## src/rtl/mdu_issue_queue_pkg.sv

```systemverilog
// Shared types for the MDU issue queue and its slots.
package mdu_issue_queue_pkg;

  typedef logic [31:0] word_t;
  typedef logic [5:0]  rob_id_t;

  typedef struct packed {
    logic [3:0] op;
    rob_id_t    rob_id;
  } decode_info_t;

  typedef struct packed {
    word_t   data;
    rob_id_t tag;
    logic    valid;
  } iq_operand_t;

endpackage

```

## src/rtl/mdu_iq_entry.sv

```systemverilog
// One issue-queue slot: occupancy, decoded instruction, operands with CDB wakeup.
// Optional macro IQ_ENQ_WAKEUP_EN: operands being written also snoop the same-cycle CDB.
module mdu_iq_entry
  import mdu_issue_queue_pkg::*;
#(
  parameter int REG_COUNT = 2,
  parameter int CDB_COUNT = 2
) (
  input  logic                         clk,
  input  logic                         rst_n,
  input  logic                         flush,
  input  logic                         load,
  input  logic                         free,
  input  decode_info_t                 load_di,
  input  iq_operand_t [REG_COUNT-1:0]  load_ops,
  input  word_t       [CDB_COUNT-1:0]  cdb_data_i,
  input  rob_id_t     [CDB_COUNT-1:0]  cdb_reg_id_i,
  input  logic        [CDB_COUNT-1:0]  cdb_valid_i,
  output decode_info_t                 di,
  output word_t       [REG_COUNT-1:0]  data,
  output logic                         ready
);

  logic                        occupied_r;
  decode_info_t                di_r;
  iq_operand_t [REG_COUNT-1:0] ops_r;
  iq_operand_t [REG_COUNT-1:0] load_ops_s;
  iq_operand_t [REG_COUNT-1:0] held_ops_s;
  logic                        ready_s;

  // Channels are scanned high to low so the lowest matching index is written last.
  function automatic iq_operand_t wake(input iq_operand_t op,
                                       input word_t   [CDB_COUNT-1:0] bus_data,
                                       input rob_id_t [CDB_COUNT-1:0] bus_tag,
                                       input logic    [CDB_COUNT-1:0] bus_valid);
    iq_operand_t res;
    res = op;
    for (int c = CDB_COUNT - 1; c >= 0; c--) begin
      if (!op.valid && bus_valid[c] && (bus_tag[c] == op.tag)) begin
        res.data  = bus_data[c];
        res.valid = 1'b1;
      end
    end
    return res;
  endfunction

  // Next operand values for the load and hold paths.
  always_comb begin
    load_ops_s = '0;
    held_ops_s = '0;
    for (int r = 0; r < REG_COUNT; r++) begin
`ifdef IQ_ENQ_WAKEUP_EN
      load_ops_s[r] = wake(load_ops[r], cdb_data_i, cdb_reg_id_i, cdb_valid_i);
`else
      load_ops_s[r] = load_ops[r];
`endif
      held_ops_s[r] = wake(ops_r[r], cdb_data_i, cdb_reg_id_i, cdb_valid_i);
    end
  end

  // Slot state register.
  always_ff @(posedge clk or negedge rst_n) begin
    if (!rst_n) begin
      occupied_r <= 1'b0;
      di_r       <= '0;
      ops_r      <= '0;
    end else if (flush) begin
      occupied_r <= 1'b0;
    end else if (load) begin
      occupied_r <= 1'b1;
      di_r       <= load_di;
      ops_r      <= load_ops_s;
    end else begin
      occupied_r <= occupied_r && !free;
      ops_r      <= held_ops_s;
    end
  end

  // Ready once occupied and every operand is present; expose operand data.
  always_comb begin
    ready_s = occupied_r;
    data    = '0;
    for (int r = 0; r < REG_COUNT; r++) begin
      ready_s = ready_s & ops_r[r].valid;
      data[r] = ops_r[r].data;
    end
  end

  assign ready = ready_s;
  assign di    = di_r;

endmodule

```

## src/rtl/mdu_issue_queue_sva.sv

```systemverilog
// Protocol checker: dispatch must not present lanes while enq_ready_o is low.
module mdu_issue_queue_sva #(
  parameter int DISP_WIDTH = 2
) (
  input logic                  clk,
  input logic                  rst_n,
  input logic [DISP_WIDTH-1:0] enq_valid_i,
  input logic                  enq_ready_o
);

  enq_when_not_ready: assert property (@(posedge clk) disable iff (!rst_n)
    !((|enq_valid_i) && !enq_ready_o));

endmodule

```

## src/rtl/mdu_issue_queue.sv

```systemverilog
// In-order MDU issue queue: circular buffer of mdu_iq_entry slots, head-only select, registered issue port.
// Optional macro IQ_ENQ_WAKEUP_EN enables same-cycle CDB capture on enqueue (see mdu_iq_entry).
module mdu_issue_queue
  import mdu_issue_queue_pkg::*;
#(
  parameter int IQ_SIZE    = 8,
  parameter int DISP_WIDTH = 2,
  parameter int REG_COUNT  = 2,
  parameter int CDB_COUNT  = 2
) (
  input  logic                                         clk,
  input  logic                                         rst_n,
  input  logic                                         flush,
  input  logic         [DISP_WIDTH-1:0]                enq_valid_i,
  input  decode_info_t [DISP_WIDTH-1:0]                enq_di_i,
  input  word_t        [DISP_WIDTH-1:0][REG_COUNT-1:0] enq_data_i,
  input  rob_id_t      [DISP_WIDTH-1:0][REG_COUNT-1:0] enq_reg_id_i,
  input  logic         [DISP_WIDTH-1:0][REG_COUNT-1:0] enq_data_valid_i,
  output logic                                         enq_ready_o,
  input  word_t        [CDB_COUNT-1:0]                 cdb_data_i,
  input  rob_id_t      [CDB_COUNT-1:0]                 cdb_reg_id_i,
  input  logic         [CDB_COUNT-1:0]                 cdb_valid_i,
  output logic                                         issue_valid_o,
  input  logic                                         issue_ready_i,
  output decode_info_t                                 issue_di_o,
  output word_t        [REG_COUNT-1:0]                 issue_data_o,
  output logic         [$clog2(IQ_SIZE+1)-1:0]         count_o
);

  localparam int PTR_W = $clog2(IQ_SIZE);
  localparam int CNT_W = $clog2(IQ_SIZE + 1);

  logic [PTR_W-1:0]            head_r;
  logic [PTR_W-1:0]            tail_r;
  logic [CNT_W-1:0]            count_r;
  logic                        enq_ready_r;
  logic                        issue_valid_r;
  decode_info_t                issue_di_r;
  word_t [REG_COUNT-1:0]       issue_data_r;

  logic [IQ_SIZE-1:0]          load_s;
  logic [IQ_SIZE-1:0]          free_s;
  logic [IQ_SIZE-1:0]          ready_s;
  decode_info_t                load_di_s  [IQ_SIZE];
  iq_operand_t [REG_COUNT-1:0] load_ops_s [IQ_SIZE];
  decode_info_t                di_s       [IQ_SIZE];
  word_t [REG_COUNT-1:0]       data_s     [IQ_SIZE];
  logic [CNT_W-1:0]            enq_cnt_s;
  logic [CNT_W-1:0]            count_nxt_s;
  logic                        issue_load_s;

  for (genvar g = 0; g < IQ_SIZE; g++) begin : g_entry
    mdu_iq_entry #(.REG_COUNT(REG_COUNT), .CDB_COUNT(CDB_COUNT)) u_entry (
      .clk          (clk),
      .rst_n        (rst_n),
      .flush        (flush),
      .load         (load_s[g]),
      .free         (free_s[g]),
      .load_di      (load_di_s[g]),
      .load_ops     (load_ops_s[g]),
      .cdb_data_i   (cdb_data_i),
      .cdb_reg_id_i (cdb_reg_id_i),
      .cdb_valid_i  (cdb_valid_i),
      .di           (di_s[g]),
      .data         (data_s[g]),
      .ready        (ready_s[g])
    );
  end

  // Pack valid lanes in ascending order into tail, tail+1, ...
  always_comb begin
    logic [PTR_W-1:0] slot;
    slot      = '0;
    load_s    = '0;
    enq_cnt_s = '0;
    for (int e = 0; e < IQ_SIZE; e++) begin
      load_di_s[e]  = '0;
      load_ops_s[e] = '0;
    end
    for (int l = 0; l < DISP_WIDTH; l++) begin
      slot = tail_r + PTR_W'(enq_cnt_s);
      if (enq_valid_i[l] && enq_ready_r) begin
        load_s[slot]    = 1'b1;
        load_di_s[slot] = enq_di_i[l];
        for (int r = 0; r < REG_COUNT; r++) begin
          load_ops_s[slot][r].data  = enq_data_i[l][r];
          load_ops_s[slot][r].tag   = enq_reg_id_i[l][r];
          load_ops_s[slot][r].valid = enq_data_valid_i[l][r];
        end
        enq_cnt_s = enq_cnt_s + CNT_W'(1);
      end else begin
        enq_cnt_s = enq_cnt_s;
      end
    end
  end

  assign issue_load_s = (!issue_valid_r || issue_ready_i) && ready_s[head_r];

  // Free the head on issue; occupancy after this cycle's enqueue and issue.
  always_comb begin
    free_s         = '0;
    free_s[head_r] = issue_load_s;
    count_nxt_s    = count_r + enq_cnt_s - CNT_W'(issue_load_s);
  end

  // Pointers, occupancy counter and registered enqueue credit.
  always_ff @(posedge clk or negedge rst_n) begin
    if (!rst_n) begin
      head_r      <= '0;
      tail_r      <= '0;
      count_r     <= '0;
      enq_ready_r <= 1'b1;
    end else if (flush) begin
      head_r      <= '0;
      tail_r      <= '0;
      count_r     <= '0;
      enq_ready_r <= 1'b1;
    end else begin
      head_r      <= head_r + PTR_W'(issue_load_s);
      tail_r      <= tail_r + PTR_W'(enq_cnt_s);
      count_r     <= count_nxt_s;
      enq_ready_r <= (CNT_W'(IQ_SIZE) - count_nxt_s) >= CNT_W'(DISP_WIDTH);
    end
  end

  // Issue output register; holds while the MDU back-pressures.
  always_ff @(posedge clk or negedge rst_n) begin
    if (!rst_n) begin
      issue_valid_r <= 1'b0;
      issue_di_r    <= '0;
      issue_data_r  <= '0;
    end else if (flush) begin
      issue_valid_r <= 1'b0;
      issue_di_r    <= '0;
      issue_data_r  <= '0;
    end else if (issue_load_s) begin
      issue_valid_r <= 1'b1;
      issue_di_r    <= di_s[head_r];
      issue_data_r  <= data_s[head_r];
    end else if (issue_ready_i) begin
      issue_valid_r <= 1'b0;
    end
  end

  assign enq_ready_o   = enq_ready_r;
  assign issue_valid_o = issue_valid_r;
  assign issue_di_o    = issue_di_r;
  assign issue_data_o  = issue_data_r;
  assign count_o       = count_r;

  mdu_issue_queue_sva #(.DISP_WIDTH(DISP_WIDTH)) u_sva (
    .clk         (clk),
    .rst_n       (rst_n),
    .enq_valid_i (enq_valid_i),
    .enq_ready_o (enq_ready_r)
  );

endmodule

```

## config.mk

```make
export PLATFORM = sky130hd
export DESIGN_NAME = mdu_issue_queue
export DESIGN_NICKNAME = d
export VERILOG_FILES = /design/src/rtl/mdu_issue_queue_pkg.sv /design/src/rtl/mdu_iq_entry.sv /design/src/rtl/mdu_issue_queue_sva.sv /design/src/rtl/mdu_issue_queue.sv
export SDC_FILE = /design/constraint.sdc
export NUM_CORES = 2
export LEC_CHECK = 0
export ABC_CLOCK_PERIOD_IN_PS = 4300
export CAP_MARGIN = 20
export CORE_ASPECT_RATIO = 1.75
export CORE_MARGIN = 10
export CORE_UTILIZATION = 40
export DETAILED_ROUTE_END_ITERATION = 6
export SLEW_MARGIN = 20
export SYNTH_ARGS = -nofsm -noshare
export SYNTH_HDL_FRONTEND = slang
export SYNTH_SLANG_ARGS = --single-unit
```

## constraint.sdc

```tcl
create_clock -name clk -period 4.3 [get_ports clk]
set_input_delay 0.43 -clock clk [delete_from_list [all_inputs] [get_ports clk]]
set_output_delay 0.43 -clock clk [all_outputs]
set_load 0.005 [all_outputs]
```

# After elaboration in Yosys (flattened, before gate mapping)
# Index checks and enable logic that the tools add are counted.
# word_totals
ff_bits	798
out_inout_bits	80
wordCells	465
in_bits	260
# op_classes
n_bitwise	24
n_reduce_logical	148
n_mux	161
n_eq_ne	32
n_lt_le_gt_ge	12
n_addsub	7
# ops
cell	count
$bwmux 624	11
$demux 78 s3	12
$mux 624	2
$mux 32	32
$mux 78	10
$and 624x624->624	1
$mux 64	4
$bmux 64 s3	1
$eq 6x6->1	32
$mux 80	2
$mux 46	2
$and 80x80->80	1
$bwmux 80	1
$logic_and 1x1->1	80
$mux 40	2
$mux 39	2
$demux 10 s3	2
$mux 10	6
$mux 1	59
$reduce_bool 3->1	17
$reduce_and 2->1	24
$bmux 10 s3	1
$logic_not 1->1	25
$and 1x1->1	16
other kinds (23)	39

# Depth between registers and ports, before layout
# depth
depth_word	20
ltp_mapped	17
ltp_nobuf	14

# Cells and area by module
# From an unflattened synthesis, not the netlist that was laid out.
# hier_totals
cells_unflattened	8620
hier_area_um2	67672.4
# by_module_without_submodules
module	cells_each	seq_area_each_um2	area_each_um2	instances
mdu_iq_entry	637	2227.1	5960.7	8
mdu_issue_queue	3524	2153.3	19986.7	1

# Worst setup path after synthesis
# OpenSTA, ideal clock, no wires.
# synth_path
path_type	register -> register
startpoint	register head_r[0]
endpoint	register enq_ready_r (netlist: enq_ready_o)
setup_slack_ps	699
t_arrival_ps	3507
path_buffers	3
path_stages_with_launch	17
synth_period_minus_slack_ps	3601
setup_time_ps	94
required_ps	4206
path_cell_list	dfrtp_1 > buf_2 > nor2b_1 > a32oi_1 > nand4_1 > nor2b_1 > buf_2 > clkbuf_1 > ha_1 > inv_1 > ha_1 > inv_1 > fa_1 > ha_1 > nor3_1 > a31oi_1 > or4_1
# synth_between
elab_chain_cells	7
# synth_rtl
item	line_no	rtl
from (decl)	mdu_issue_queue.sv:33	logic [PTR_W-1:0] head_r;
from (signal assigned)	mdu_issue_queue.sv:119	head_r <= head_r + PTR_W'(issue_load_s);
$bmux 1 s3	mdu_issue_queue.sv:97	assign issue_load_s = (!issue_valid_r || issue_ready_i) && ready_s[head_r];
$mux 1 (not written as such)	mdu_issue_queue.sv:97	
$logic_and 1x1->1	mdu_issue_queue.sv:97	
$sub 4x1->4	mdu_issue_queue.sv:103	count_nxt_s = count_r + enq_cnt_s - CNT_W'(issue_load_s);
$sub 4x4->4	mdu_issue_queue.sv:122	enq_ready_r <= (CNT_W'(IQ_SIZE) - count_nxt_s) >= CNT_W'(DISP_WIDTH);
$ge 4x2->1	mdu_issue_queue.sv:122	
$mux 1	mdu_issue_queue.sv:113	end else if (flush) begin
to (signal assigned)	mdu_issue_queue.sv:122	
to (decl)	mdu_issue_queue.sv:36	logic enq_ready_r;
# Every way passes these cells. The select of a mux whose other input is x is not followed.
# A chain may end at the register's enable or synchronous reset.

# Worst setup path after layout
# layout_path
startpoint	register enq_ready_r (netlist: enq_ready_o)
endpoint	register g_entry[2].u_entry.ops_r, in the netlist g_entry[2].u_entry.data[60]
# layout_between
elab_chain_cells	13
word_cells_on_any_way	34
classes_between	add/sub (1); order compare (4); mux (21); bitwise (2); reduce/logical (6)
# layout_rtl
item	line_no	rtl
$logic_and 1x1->1	mdu_issue_queue.sv:82	if (enq_valid_i[l] && enq_ready_r) begin
$mux 1	mdu_issue_queue.sv:82	
$add 3x3->3	mdu_issue_queue.sv:81	slot = tail_r + PTR_W'(enq_cnt_s);
$not 3->4 (not written as such)	mdu_issue_queue.sv:86, mdu_issue_queue.sv:87, mdu_issue_queue.sv:88	
$ge 4x4->1 (not written as such) (tied with other cells)	mdu_issue_queue.sv:86	load_ops_s[slot][r].data = enq_data_i[l][r];
$logic_and 1x1->1 (not written as such) / $bwmux 624 (equally long branches)	mdu_issue_queue.sv:86	
$mux 78 (not written as such) / $bwmux 624 (equally long branches)	mdu_issue_queue.sv:86, mdu_issue_queue.sv:87	
$demux 78 s3 / $bwmux 624 (equally long branches)	mdu_issue_queue.sv:86, mdu_issue_queue.sv:88	
$bwmux 624	mdu_issue_queue.sv:86	
$bwmux 624	mdu_issue_queue.sv:87	load_ops_s[slot][r].tag = enq_reg_id_i[l][r];
$bwmux 624	mdu_issue_queue.sv:88	load_ops_s[slot][r].valid = enq_data_valid_i[l][r];
$mux 624	mdu_issue_queue.sv:82	
$mux 78	mdu_iq_entry.sv:69	end else if (load) begin
to (signal assigned)	mdu_iq_entry.sv:72	ops_r <= load_ops_s;
to (signal assigned)	mdu_iq_entry.sv:75	ops_r <= held_ops_s;
to (decl)	mdu_iq_entry.sv:26	iq_operand_t [REG_COUNT-1:0] ops_r;
# Parallel ways exist; a longest one is shown, timed or not.

==> metrics.txt <==
placed instance area between 50000 and 60000 um2; share of cells above drive strength 1 0.118; synthesized flop and latch total 798; DRC 12; Post-Route WL 275 mm; drt first pass iters 7; crit-path max FO 13; EDFF count, synth 0; count of buffers from port buffering approximately 340; die width 287 um; Final setup viols 0; I/O pin count 340; GRT Util Overall 0.381; area of the core approximately 120000 um2; setup TNS 0 ns; LEAKAGE approximately 23 nW; failing checks design-rule violations; Synth cell types 86; 1st-iter DRT viols 8292; clk buf depth 3; Fill cells 12000; final cell count without fillers 7306; PwrDens 654 nW/um2; Post-synth top flop dfrtp_1; slew at the pin closest to its max-slew limit 1.25 ns; Worst-path clk slew 0.06 ns; slew margin rel. 0.166; via/cell ratio 7.27; worst path arrival time roughly 4.4 ns; initial antenna violation count 40; min cycle time layout 3.79 ns; clock tree root driver cell clkbuf_16; die area 139000 um2; placed cell count 7134; vias in the first global route 52200; Worst Setup Slack post-DPL roughly 0.34 ns; Peak VDD IR 0.000454 V; PnR Total Power 38.0 mW; number of core rows between 150 and 200; mapped cell area 49800 um2; # resized after CTS 0; Hold Violations, Final 0; sequential fraction of design power 0.354; Post-layout nets about 6000; status finished, violations left; dpl hpwl 174 mm; Hold Path Class in -> async; sequential area share after synthesis 0.401; clock network fraction of total power 0.217; Syn Nets 5941; Post-Synthesis Cells 5666; first-pass GRT wire length 388 mm; ANT nets after route 0; share of synthesized registers carrying an async set or reset 1.00; final RePlAce weighted congestion 1.01; CTS tree built; routed length per instance 37.7 um; synthesized area per cell slightly below 9 um2; RSZ-0062 raised after global routing false; period utilization 0.880; clock sink count 798; Max-Cap Viols 0; Die Ht 487 um; H-tree depth 3; internal power 22.2 mW; starting density of the core 0.402; Area Overhead vs Synth 16.8%; crit path capture type flip-flop; largest net degree at the start of global routing 158; total gr overflow 0; total CTS buffers 84; via count 53100; worst skew pair latency 0.74 ns; clk_skew around 0.037 ns; Worst Path Required 4.91 ns; final worst slack 0.514 ns; achievable clock frequency 264 MHz; Slew Viols, Final 0; Switch Pwr 15.8 mW; switching share of power 0.415; Crit Path Class reg -> reg; postcts setup bufs 0; Comb pwr share 0.429; startpoint types flip-flop; Ys Warns 0; final instance area 58100 um2
-- through the flow --
stage / hold slack [ns] / util
floorplan: 0.134 / -
global placement: 0.382 / 0.444
detailed placement: 0.385 / 0.444
CTS: 0.221 / 0.469
global route: 0.262 / 0.469
finish: 0.208 / 0.469
-- synthesized netlist by cell type (8+ instances only) --
| library cell | n | share of area |
|---|---|---|
| nand3_1 | 29 | 0.0029 |
| o22ai_1 | 278 | 0.035 |
| nor2_1 | 332 | 0.025 |
| o41ai_2 | 13 | 0.0043 |
| a2bb2oi_1 | 11 | 0.0019 |
| dfrtp_1 | 797 | 0.40 |
| clkbuf_2 | 38 | 0.0038 |
| a211oi_1 | 96 | 0.014 |
| a21oi_1 | 305 | 0.031 |
| and2_1 | 9 | 0.0011 |
| nand2b_1 | 21 | 0.0026 |
| a221oi_1 | 156 | 0.027 |
| a32oi_1 | 8 | 0.0014 |
| nand4_1 | 19 | 0.0024 |
| nor4_2 | 10 | 0.0025 |
| o221ai_1 | 179 | 0.032 |
| mux2_2 | 42 | 0.0095 |
| o31ai_1 | 103 | 0.016 |
| buf_1 | 79 | 0.0060 |
| a21o_1 | 41 | 0.0062 |
| o21ai_1 | 24 | 0.0024 |
| mux4_2 | 59 | 0.027 |
| ha_1 | 13 | 0.0033 |
| inv_1 | 43 | 0.0032 |
| nor3b_1 | 12 | 0.0018 |
| mux2i_1 | 65 | 0.013 |
| buf_2 | 149 | 0.015 |
| a22oi_1 | 226 | 0.034 |
| xor2_1 | 125 | 0.022 |
| a21boi_0 | 19 | 0.0029 |
| o21ai_0 | 475 | 0.048 |
| buf_4 | 33 | 0.0050 |
| a211o_1 | 14 | 0.0025 |
| clkbuf_1 | 509 | 0.038 |
| xnor2_1 | 74 | 0.013 |
| a222oi_1 | 36 | 0.0072 |
| a22o_1 | 36 | 0.0063 |
| o41ai_1 | 71 | 0.012 |
| and3_1 | 11 | 0.0014 |
| a221o_1 | 37 | 0.0074 |
| buf_6 | 8 | 0.0018 |
| nand2_1 | 701 | 0.053 |
| o22a_1 | 135 | 0.024 |
| nor2b_1 | 25 | 0.0031 |
| nor3_1 | 106 | 0.011 |
-- critical path: stages (launching register included) --
cell      delay (ns)
dfstp_2         0.66
and2_1          0.19
ha_1            0.16
ha_1            0.26
xor2_2          0.29
buf_4           0.27
nor2_4          0.07
nor3_4          0.88
buf_4           0.39
a222oi_1        0.11
a21boi_0        0.18
o21ai_0         0.21
-- cell usage in the layout (no fill, tap or decap), types with 65 or more instances in the layout --
| master | instances |
|---|---|
| dfrtp_1 | 794 |
| nand2_1 | 691 |
| o21ai_0 | 475 |
| clkdlybuf4s50_1 | 337 |
| nor2_1 | 322 |
| a21oi_1 | 304 |
| o22ai_1 | 277 |
| buf_4 | 250 |
| a22oi_1 | 226 |
| o221ai_1 | 179 |
| a221oi_1 | 156 |
| o22a_1 | 135 |
| xor2_1 | 124 |
| nor3_1 | 103 |
| o31ai_1 | 103 |
| a211oi_1 | 96 |
| clkbuf_16 | 88 |
| xnor2_1 | 74 |
| o41ai_1 | 71 |
| mux2i_1 | 65 |
-- cells by family after synthesis --
logic type | count (synthesis) | share of synthesized area
buffers and inverters | 866 | 0.0737
AND/OR/NAND/NOR | 1326 | 0.115
XOR/XNOR | 200 | 0.0354
adder cells (fa/ha/maj) | 15 | 0.00407
AO/OA/AOI/OAI | 2295 | 0.321
multiplexers | 166 | 0.0493
flip-flops | 798 | 0.401
-- registers in the layout (all words and copies together), names as in the netlist --
register	flops
issue_di_o	10
g_entry.u_entry.occupied_r	8
head_r	3
enq_ready_o	1
g_entry.u_entry.data	512
issue_valid_o	1
g_entry.u_entry.held_ops_s	96
count_o	4
g_entry.u_entry.ops_r	16
issue_data_o	64
g_entry.u_entry.di	80
tail_r	3
-- area by class of cell --
cell class | count | area (um2) | area share
inverters | 50 | 188 | 0.00323
clock buffers | 127 | 2600 | 0.0447
repair buffers | 643 | 6340 | 0.109
flip-flops and latches | 798 | 20000 | 0.344
multi-input cells | 4002 | 26500 | 0.456
clock inverters | 27 | 398 | 0.00685
diodes | 16 | 40.0 | 0.000689
well taps | 1643 | 2060 | 0.0354
-- per-layer routing --
layer  up-vias  global-route usage  part of all wire
met1     25800               0.442              0.34
li1      21000                   -                 -
met3      1598               0.131              0.13
met5         -                   0            0.0013
met4        52               0.315              0.10
met2      4695               0.561              0.42
-- power by group through the flow --
stage | clock [mW] | combinational [mW] | sequential, mW
global route | 8.56 | 17.3 | 13.8
CTS | 8.28 | 15.8 | 13.4
global placement | 0 | 15.4 | 13.4
floorplan | 0 | 9.74 | 12.6
detailed placement | 0 | 15.7 | 13.5
finish | 8.26 | 16.3 | 13.4
-- final timing paths --
check | from | slack [ns] | cells past startpoint | end
worst min register to register | g_entry[6].u_entry.data[40]$_DFFE_PN0P_ | 0.47 | 2 | g_entry[6].u_entry.data[40]$_DFFE_PN0P_
max in group asynchronous | rst_n | 2.65 | 3 | g_entry[6].u_entry.data[55]$_DFFE_PN0P_
min in group clk | flush | 0.28 | 2 | g_entry[5].u_entry.held_ops_s[42]$_DFFE_PN0P_
worst max register to register | enq_ready_o$_DFF_PN1_ | 0.51 | 11 | g_entry[2].u_entry.data[60]$_DFFE_PN0P_
worst max-delay path | enq_ready_o$_DFF_PN1_ | 0.51 | 11 | g_entry[2].u_entry.data[60]$_DFFE_PN0P_
worst min-delay path | rst_n | 0.21 | 2 | g_entry[7].u_entry.held_ops_s[1]$_DFFE_PN0P_
-- repair_timing --
item                                    in CTS  in global routing
endpoints found under the setup margin       0                  0
hold buffers                                 1                  0
endpoints found under the hold margin       40                  0
Note: power is estimated with default switching activity, not from simulation.
